[src/rtl/spi_loopback_multi.sv]
// Command-driven SPI loopback behind spi_dev_core's byte interface with replay/invert/status modes.
// Define SPI_LOOPBACK_LFSR_EN to build the LFSR pattern response mode (command 0x02).
module spi_loopback_multi #(
  parameter int unsigned AWIDTH = 9,
  parameter logic [7:0]  MAGIC  = 8'hA5
) (
  input  logic            clk,
  input  logic            rst,
  input  logic [7:0]      user_out,
  input  logic            user_out_stb,
  output logic [7:0]      user_in,
  input  logic            user_in_ack,
  input  logic            csn_state,
  input  logic            csn_rise,
  input  logic            csn_fall,
  output logic            busy,
  output logic [AWIDTH:0] last_len,
  output logic            overflow,
  output logic [7:0]      xact_cnt
);
  localparam int unsigned DEPTH = 1 << AWIDTH;
  localparam int unsigned CW    = AWIDTH + 2;
  localparam logic [AWIDTH:0] FULL = {1'b1, {AWIDTH{1'b0}}};

  typedef enum logic [1:0] {WAIT_CS, IDLE, CMD, DATA} state_t;
  typedef enum logic [2:0] {M_REPLAY, M_INV, M_LFSR, M_STATUS, M_IGNORE} mode_t;

  state_t          state_reg, state_next;
  mode_t           mode_reg, mode_next;
  logic [AWIDTH:0] wr_ptr_reg, wr_ptr_next;
  logic            ovf_reg, ovf_next;
  logic [CW-1:0]   ack_cnt_reg, ack_cnt_next;
  logic [AWIDTH:0] last_len_reg, last_len_next;
  logic            overflow_reg, overflow_next;
  logic [7:0]      xact_cnt_reg, xact_cnt_next;
  logic            ld1_reg, ld2_reg;
  logic [CW-1:0]   sel_reg;
  logic [7:0]      rd_data_reg, user_in_reg, resp;
  logic [CW-1:0]   k;
  logic [15:0]     len16;
  logic            oob, mem_we, in_xact, stores;
  logic [AWIDTH-1:0] rd_addr;
  logic [7:0]      mem [DEPTH];
`ifdef SPI_LOOPBACK_LFSR_EN
  logic [7:0]      lfsr_reg;
`endif

  function automatic mode_t decode(input logic [7:0] cmd);
    case (cmd)
      8'h00:   return M_REPLAY;
      8'h01:   return M_INV;
`ifdef SPI_LOOPBACK_LFSR_EN
      8'h02:   return M_LFSR;
`endif
      8'h03:   return M_STATUS;
      default: return M_IGNORE;
    endcase
  endfunction

  assign in_xact = (state_reg == CMD) || (state_reg == DATA);
  assign stores  = (mode_reg == M_REPLAY) || (mode_reg == M_INV) || (mode_reg == M_LFSR);

  always_comb begin
    state_next    = state_reg;
    mode_next     = mode_reg;
    wr_ptr_next   = wr_ptr_reg;
    ovf_next      = ovf_reg;
    ack_cnt_next  = ack_cnt_reg;
    last_len_next = last_len_reg;
    overflow_next = overflow_reg;
    xact_cnt_next = xact_cnt_reg;
    mem_we        = 1'b0;
    if (in_xact && user_in_ack && ack_cnt_reg != '1)
      ack_cnt_next = ack_cnt_reg + 1'b1;
    case (state_reg)
      WAIT_CS: if (csn_state) state_next = IDLE;
      IDLE: begin
        wr_ptr_next  = '0;
        ovf_next     = 1'b0;
        ack_cnt_next = '0;
        if (csn_fall) state_next = CMD;
      end
      CMD: begin
        if (csn_rise) begin
          state_next = IDLE;
        end else if (user_out_stb) begin
          mode_next  = decode(user_out);
          state_next = DATA;
        end
      end
      DATA: begin
        if (user_out_stb && stores) begin
          if (wr_ptr_reg == FULL) begin
            ovf_next = 1'b1;
          end else begin
            mem_we      = 1'b1;
            wr_ptr_next = wr_ptr_reg + 1'b1;
          end
        end
        // A byte arriving with csn_rise is already folded into wr_ptr_next/ovf_next.
        if (csn_rise) begin
          state_next = IDLE;
          if (stores) begin
            last_len_next = wr_ptr_next;
            overflow_next = ovf_next;
            xact_cnt_next = xact_cnt_reg + 8'd1;
          end
        end
      end
      default: state_next = WAIT_CS;
    endcase
  end

  always_ff @(posedge clk) begin
    if (rst) begin
      state_reg    <= WAIT_CS;
      mode_reg     <= M_REPLAY;
      wr_ptr_reg   <= '0;
      ovf_reg      <= 1'b0;
      ack_cnt_reg  <= '0;
      last_len_reg <= '0;
      overflow_reg <= 1'b0;
      xact_cnt_reg <= '0;
      ld1_reg      <= 1'b0;
      ld2_reg      <= 1'b0;
      sel_reg      <= '0;
    end else begin
      state_reg    <= state_next;
      mode_reg     <= mode_next;
      wr_ptr_reg   <= wr_ptr_next;
      ovf_reg      <= ovf_next;
      ack_cnt_reg  <= ack_cnt_next;
      last_len_reg <= last_len_next;
      overflow_reg <= overflow_next;
      xact_cnt_reg <= xact_cnt_next;
      // Reload the transmit byte once per ack, and once more after the command is decoded.
      ld1_reg      <= in_xact && (user_in_ack || (state_reg == CMD && user_out_stb && !csn_rise));
      ld2_reg      <= ld1_reg && in_xact;
      if (ld1_reg) sel_reg <= ack_cnt_reg;
    end
  end

`ifdef SPI_LOOPBACK_LFSR_EN
  always_ff @(posedge clk) begin
    if (rst || state_reg == IDLE)
      lfsr_reg <= 8'h01;
    else if (in_xact && user_in_ack && ack_cnt_reg >= CW'(2))
      lfsr_reg <= {lfsr_reg[6:0], lfsr_reg[7] ^ lfsr_reg[5] ^ lfsr_reg[4] ^ lfsr_reg[3]};
  end
`endif

  // Read is issued once, right after the ack, so a later write to the same index cannot disturb it.
  assign rd_addr = ack_cnt_reg[AWIDTH-1:0] - AWIDTH'(2);

  always_ff @(posedge clk) begin
    if (mem_we) mem[wr_ptr_reg[AWIDTH-1:0]] <= user_out;
    if (ld1_reg) rd_data_reg <= mem[rd_addr];
  end

  always_comb begin
    k     = sel_reg - CW'(2);
    oob   = (k >= CW'(DEPTH));
    len16 = 16'(last_len_reg);
    resp  = 8'h00;
    if (sel_reg == '0) begin
      resp = MAGIC;
    end else if (sel_reg == CW'(1)) begin
      resp = ~MAGIC;
    end else begin
      case (mode_reg)
        M_REPLAY: resp = oob ? 8'h00 : rd_data_reg;
        M_INV:    resp = oob ? 8'h00 : ~rd_data_reg;
`ifdef SPI_LOOPBACK_LFSR_EN
        M_LFSR:   resp = lfsr_reg;
`endif
        M_STATUS: begin
          if (k == CW'(0))      resp = len16[7:0];
          else if (k == CW'(1)) resp = len16[15:8];
          else if (k == CW'(2)) resp = {overflow_reg, 7'b0};
          else if (k == CW'(3)) resp = xact_cnt_reg;
          else                  resp = 8'h00;
        end
        default:  resp = 8'hFF;
      endcase
    end
  end

  always_ff @(posedge clk) begin
    if (rst || !in_xact) user_in_reg <= MAGIC;
    else if (ld2_reg)    user_in_reg <= resp;
  end

  assign user_in  = user_in_reg;
  assign busy     = in_xact;
  assign last_len = last_len_reg;
  assign overflow = overflow_reg;
  assign xact_cnt = xact_cnt_reg;
endmodule

[config.mk]
export PLATFORM = sky130hd
export DESIGN_NAME = spi_loopback_multi
export DESIGN_NICKNAME = d
export VERILOG_FILES = /design/src/rtl/spi_loopback_multi.sv
export SDC_FILE = /design/constraint.sdc
export NUM_CORES = 2
export LEC_CHECK = 0
export ABC_AREA = 1
export CAP_MARGIN = 20
export CORE_ASPECT_RATIO = 1.25
export CORE_MARGIN = 2
export CORE_UTILIZATION = 55
export CTS_CLUSTER_DIAMETER = 50
export DETAILED_ROUTE_END_ITERATION = 10
export PLACE_DENSITY = 0.74
export SETUP_SLACK_MARGIN = 0.15
export SYNTH_ARGS = -nofsm -noshare
export SYNTH_HDL_FRONTEND = slang
export SYNTH_SLANG_ARGS = --single-unit
[constraint.sdc]
create_clock -name clk -period 3.6 [get_ports clk]
set_clock_uncertainty 0.15 [all_clocks]
set_input_delay 0.36 -clock clk [delete_from_list [all_inputs] [get_ports clk]]
set_output_delay 0.36 -clock clk [all_outputs]
set_load 0.01 [all_outputs]
# ---- Word level (Yosys, flattened, before mapping)
# Memories as Yosys holds them, arrays and structs flattened. A register that Yosys moved wholly into a read port is not among the register bits.
# Index checks and enable logic that the tools add are counted.
dict set report word_totals {
  regBits 67
  input_bits 15
  out_inout_bits 28
  mem_bits_rw 4096
  mem_count 1
  word_cells 90
}
# memory words word_bits rd rd_ports_with_merged_regs wr line
set mem_list {}
lappend mem_list {mem 512 8 1 1 1 43} ;# logic [7:0] mem [DEPTH];
dict set report classes {
  addsub 5
  order_cmp 1
  muxes 27
  n_reduce_logical 24
  n_bitwise 2
  eq_ne 18
}
# cell count
set op_table {}
lappend op_table {{two-way mux 8 bit} 8}
lappend op_table {{one-hot mux 8 bit (3 select lines)} 1}
lappend op_table {{equality test 11 x 1 -> 1 bit, second input constant} 2}
lappend op_table {{equality test 11 x 2 -> 1 bit, second input constant} 2}
lappend op_table {{zero test 11 bit} 2}
lappend op_table {{two-way mux 10 bit} 2}
lappend op_table {{one-hot mux 10 bit (2 select lines)} 1}
lappend op_table {{adder 11 x 1 -> 11 bit, second input constant} 1}
lappend op_table {{>= comparator 11 x 10 -> 1 bit, second input constant} 1}
lappend op_table {{!= test 11 bit, second input constant} 1}
lappend op_table {{subtractor 11 x 2 -> 11 bit, second input constant} 1}
lappend op_table {{adder 10 x 1 -> 10 bit, second input constant} 1}
lappend op_table {{equality test 10 bit, second input constant} 1}
lappend op_table {{two-way mux 2 bit} 5}
lappend op_table {{one-hot mux 3 bit (3 select lines)} 1}
lappend op_table {{subtractor 9 x 2 -> 9 bit, second input constant} 1}
lappend op_table {{adder 8 x 1 -> 8 bit, second input constant} 1}
lappend op_table {{equality test 8 x 1 -> 1 bit, second input constant} 1}
lappend op_table {{equality test 8 x 2 -> 1 bit, second input constant} 1}
lappend op_table {{zero test 8 bit} 1}
lappend op_table {{NOT 8 bit} 1}
lappend op_table {{one-hot mux 2 bit (4 select lines)} 1}
lappend op_table {{logical AND 1 bit} 7}
lappend op_table {{two-way mux 1 bit} 7}
lappend op_table {{other kinds (16)} 26}

# ---- Depth between registers and ports, before layout
dict set report depth {
  ltp_word 9
  depth_mapped 18
  depth_no_buf 17
}

# ---- Worst setup path after synthesis
# No wires, ideal clock.
dict set report synth_timing {
  kind {register -> register}
  from {reg ack_cnt_reg[1]}
  to {reg rd_data_reg[6], read port of mem (data pin)}
  t_required_ns 3.319
  path_slack_ns 0.639
  synth_period_minus_slack_ns 2.961
  arrival_time_ns 2.680
  path_stages_with_launch 19
  n_path_buf 7
  setup_ns 0.131
  cell_sequence {dfxtp_1 buf_2 inv_2 buf_4 buf_2 buf_2 ha_1 buf_2 inv_2 clkbuf_1 clkbuf_1 nand3_1 nand3_1 nand3_1 nand3_1 nand3_1 nand3_1 nand3_1 nand2_1}
}
dict set report synth_via {
  elab_chain_cells 1
}
# item line
set synth_lines {}
lappend synth_lines {{start, declared} 32} ;# logic [CW-1:0] ack_cnt_reg, ack_cnt_next;
lappend synth_lines {{start signal, assigned} 132} ;# ack_cnt_reg <= ack_cnt_next;
lappend synth_lines {{subtractor 9 x 2 -> 9 bit} 153} ;# assign rd_addr = ack_cnt_reg[AWIDTH-1:0] - AWIDTH'(2);
lappend synth_lines {{end, declared} 38} ;# logic [7:0] rd_data_reg, user_in_reg, resp;
# Every way passes these cells.
# A chain may end at the register's enable or synchronous reset.

# ---- Worst setup path after layout
dict set report layout_timing {
  from {reg ack_cnt_reg[2]}
  to {reg rd_data_reg[3], read port of mem (data pin)}
}
# The elaborated chain is that of the path after synthesis.

==> summary.md <==
| Metric | Value |
|---|---|
| Outcome | finished, violations left |
| Failing checks | negative setup slack |
| I/O pin count | 43 |
| Largest net degree at the start of global routing | 173 |
| Synth Register Bits | 4171 |
| Placed cells | 18460 |
| Post-route DRC violation count | 0 |
| Synthesis-to-finish area growth | 13.45% |
| Core area | 306200 um^2 |
| Synth top area share | 0.7269 |
| Worst min-delay path class | in -> reg |
| Clk_lat worst skew | 0.94 ns |
| Pwr dens | 613.7 nW/um^2 |
| Total design power | 0.1180 W |
| Final std cells w/o fill | 19180 |
| WHS Path Cells | 4 |
| Die Y | 624.7 um |
| Top cells by area, synth | edfxtp_1, nand3_1, nand2_1, buf_2, nor2_1 |
| Pleak | 67.46 nW |
| CTS Buffer Depth | 4 |
| Synth warnings | 0 |
| H-tree depth | 5 |
| Register area share after synthesis | 0.7348 |
| Vias in the first global route | 111300 |
| Global-route wire length before repair | 700500 um |
| Routability cong. | 0.9756 |
| Critical Path Sink Type | register |
| Post-Place Setup Slack | -0.1563 ns |
| Initial DRC Count | 16140 |
| DRT Pass-1 Iters | 9 |
| Max reg flops | 4096 |
| Fin. max-slew vios | 0 |
| Vias | 116400 |
| Required time worst endpoint | 4.23 ns |
| Design area | 192300 um^2 |
| Starting Density | 0.5537 |
| Post-Route Utilization | 0.6282 |
| Row cnt | 227 |
| Setup ws final | -0.03176 ns |
| Max-Cap Viols | 0 |
| Mapped Cells | 14460 |
| Minimum clock period | 3.632 ns |
| Maximum vdd drop | 0.4851 mV |
| Fillers | 22200 |
| Share of post-route cells with drive strength above 1 | 0.1024 |
| Syn_area_per_cell | 11.72 um^2 |
| Initial antenna violation count | 17 |
| Critical Path AT | 4.26 ns |
| Cts bufs inserted | 383 |
| Startpoint types | register |
| Vias per cell | 6.070 |
| Reg2Reg Depth | 12 |
| Worst-margin pin slew | 1.176 ns |
| Grt ovf | 0 |
| Die width | 500.6 um |
| CTS tree | yes |
| Routed WL per cell | 24.83 um |
| Antenna-violating nets left | 0 |
| Hold Vio Cnt, Final | 0 |
| RSZ-0062 raised after global routing | true |
| Slew HR | 0.2086 |
| Cell accounting for the most synthesized area | edfxtp_1 |
| Fmax achieved | 275.3 MHz |
| Fin crit share | 1.009 |
| Die area | 312700 um^2 |
| Port Buffers | 42 |
| Post-Place Cell Area | 179700 um^2 |
| Reg area | 124600 um^2 |
| Multi-input logic area | 40390 um^2 |
| Post-Syn Area | 169500 um^2 |
| Clock slew at reported path FFs | 0.06 ns |
| Root buffer cell | clkbuf_16 |
| Number of setup violations in the final report | 1 |
| WS Path Type | reg -> reg |
| Syn Nets | 14490 |
| Cell variety after synth | 35 |
| GRT Total Usage | 0.2988 |
| WL final | 476100 um |
| CTS Sinks | 4171 |
| Dpl hpwl | 285400 um |
| Layout Nets | 14880 |
| Crit path max fanout | 69 |
## where the power goes
group	total (W)	internal, W	leakage [nW]	switching (W)
Sequential	0.0535	0.0534	37.4	0.000134
Clock	0.0404	0.0228	5.97	0.0176
Combinational	0.0241	0.00663	24.1	0.0175
## cell type report
class / count / area share
diodes: 5 / 0.00006505
clock buffers: 474 / 0.05275
clock inverters: 224 / 0.01130
inverters: 126 / 0.002732
multi-input cells: 9182 / 0.2100
flip-flops and latches: 4171 / 0.6477
well taps: 4007 / 0.02607
repair buffers: 986 / 0.04934
## final timing paths
path / startpoint / end / slack (ns)
worst max-delay path: ack_cnt_reg[2]$_SDFFE_PP0P_ / rd_data_reg[3]$_DFFE_PP_ / -0.03
worst max register to register: ack_cnt_reg[2]$_SDFFE_PP0P_ / rd_data_reg[3]$_DFFE_PP_ / -0.03
worst min-delay path: csn_state / state_reg[0]$_SDFFE_PP0P_ / 0.12
worst min register to register: user_in[3]$_SDFFE_PP0P_ / user_in[3]$_SDFFE_PP0P_ / 0.32
## metal layers
| layer | global-route usage | vias up | part of all wire | wire length [um] |
|---|---|---|---|---|
| met5 | 0 | - | 0.00028 | 132 |
| met3 | 0.05469 | 1396 | 0.10 | 49820 |
| met1 | 0.3758 | 55910 | 0.35 | 165100 |
| met2 | 0.4856 | 7015 | 0.48 | 228700 |
| li1 | - | 52060 | - | - |
| met4 | 0.1787 | 18 | 0.068 | 32250 |
## critical path, cell delays in order, from the launching register on
cell	delay, ns
dfxtp_1	0.37
inv_1	0.14
ha_4	0.47
buf_12	0.23
buf_16	0.27
nand3_1	0.25
nand3_1	0.16
nand3_1	0.12
nand3_1	0.20
nand3_1	0.31
nand3_2	0.32
nand3_1	0.18
nand2_1	0.11
## repair_timing
action	CTS	global route
buffers inserted	0	7
hold buffers	9	0
gates resized for setup	6	9
hold endpoints to repair	618	0
cloned	0	1
endpoints found under the setup margin	5	16
## synth_stat cells, drive strengths merged
| master | instances |
|---|---|
| nor2 | 604 |
| clkinv | 7 |
| o32ai | 1 |
| o22ai | 4 |
| nand2 | 4264 |
| and2 | 1 |
| ha | 14 |
| nor4 | 2 |
| a31oi | 11 |
| clkbuf | 401 |
| or2 | 1 |
| o211ai | 3 |
| xnor2 | 1 |
| a21oi | 47 |
| dfxtp | 67 |
| o21ai | 45 |
| o21a | 1 |
| nand3b | 1 |
| a211oi | 4 |
| nor3 | 20 |
| edfxtp | 4104 |
| nand4 | 12 |
| inv | 119 |
| nor3b | 3 |
| nand3 | 4130 |
| buf | 583 |
| xor2 | 13 |
## placed cells by master (no fill, tap or decap), types with 45 or more instances in the layout
master and n:
a21oi_1 47, buf_12 147, buf_4 783, clkbuf_1 78, clkbuf_16 392, clkinv_1 82
clkinv_2 63, dfxtp_1 65, edfxtp_1 4104, inv_1 104, nand2_1 4254, nand3_1 4114
nor2_1 594, o21ai_0 45
## through the flow
| stage | setup TNS (ns) | hold WS (ns) |
|---|---|---|
| 2_1_floorplan | 0 | 0.2946 |
| 3_3_place_gp | -1.659 | 0.3077 |
| 3_5_place_dp | -2.093 | 0.3163 |
| 4_1_cts | 0 | 0.07487 |
| 5_1_grt | 0 | 0.1200 |
| 6_report | -0.03176 | 0.1240 |
## kinds of logic (layout without fill, tap and decap cells)
kind of cell,Yosys count,count (layout),share of synthesized area
AND/OR/NAND/NOR,9038,9038,0.2314
flip-flops,4171,4171,0.7348
buffers and inverters,1110,1810,0.02827
AO/OA/AOI/OAI,116,116,0.003675
adder cells (fa/ha/maj),14,14,0.001033
XOR/XNOR,14,14,0.0008118
other,0,5,0
Note: power is estimated with default switching activity, not from simulation.
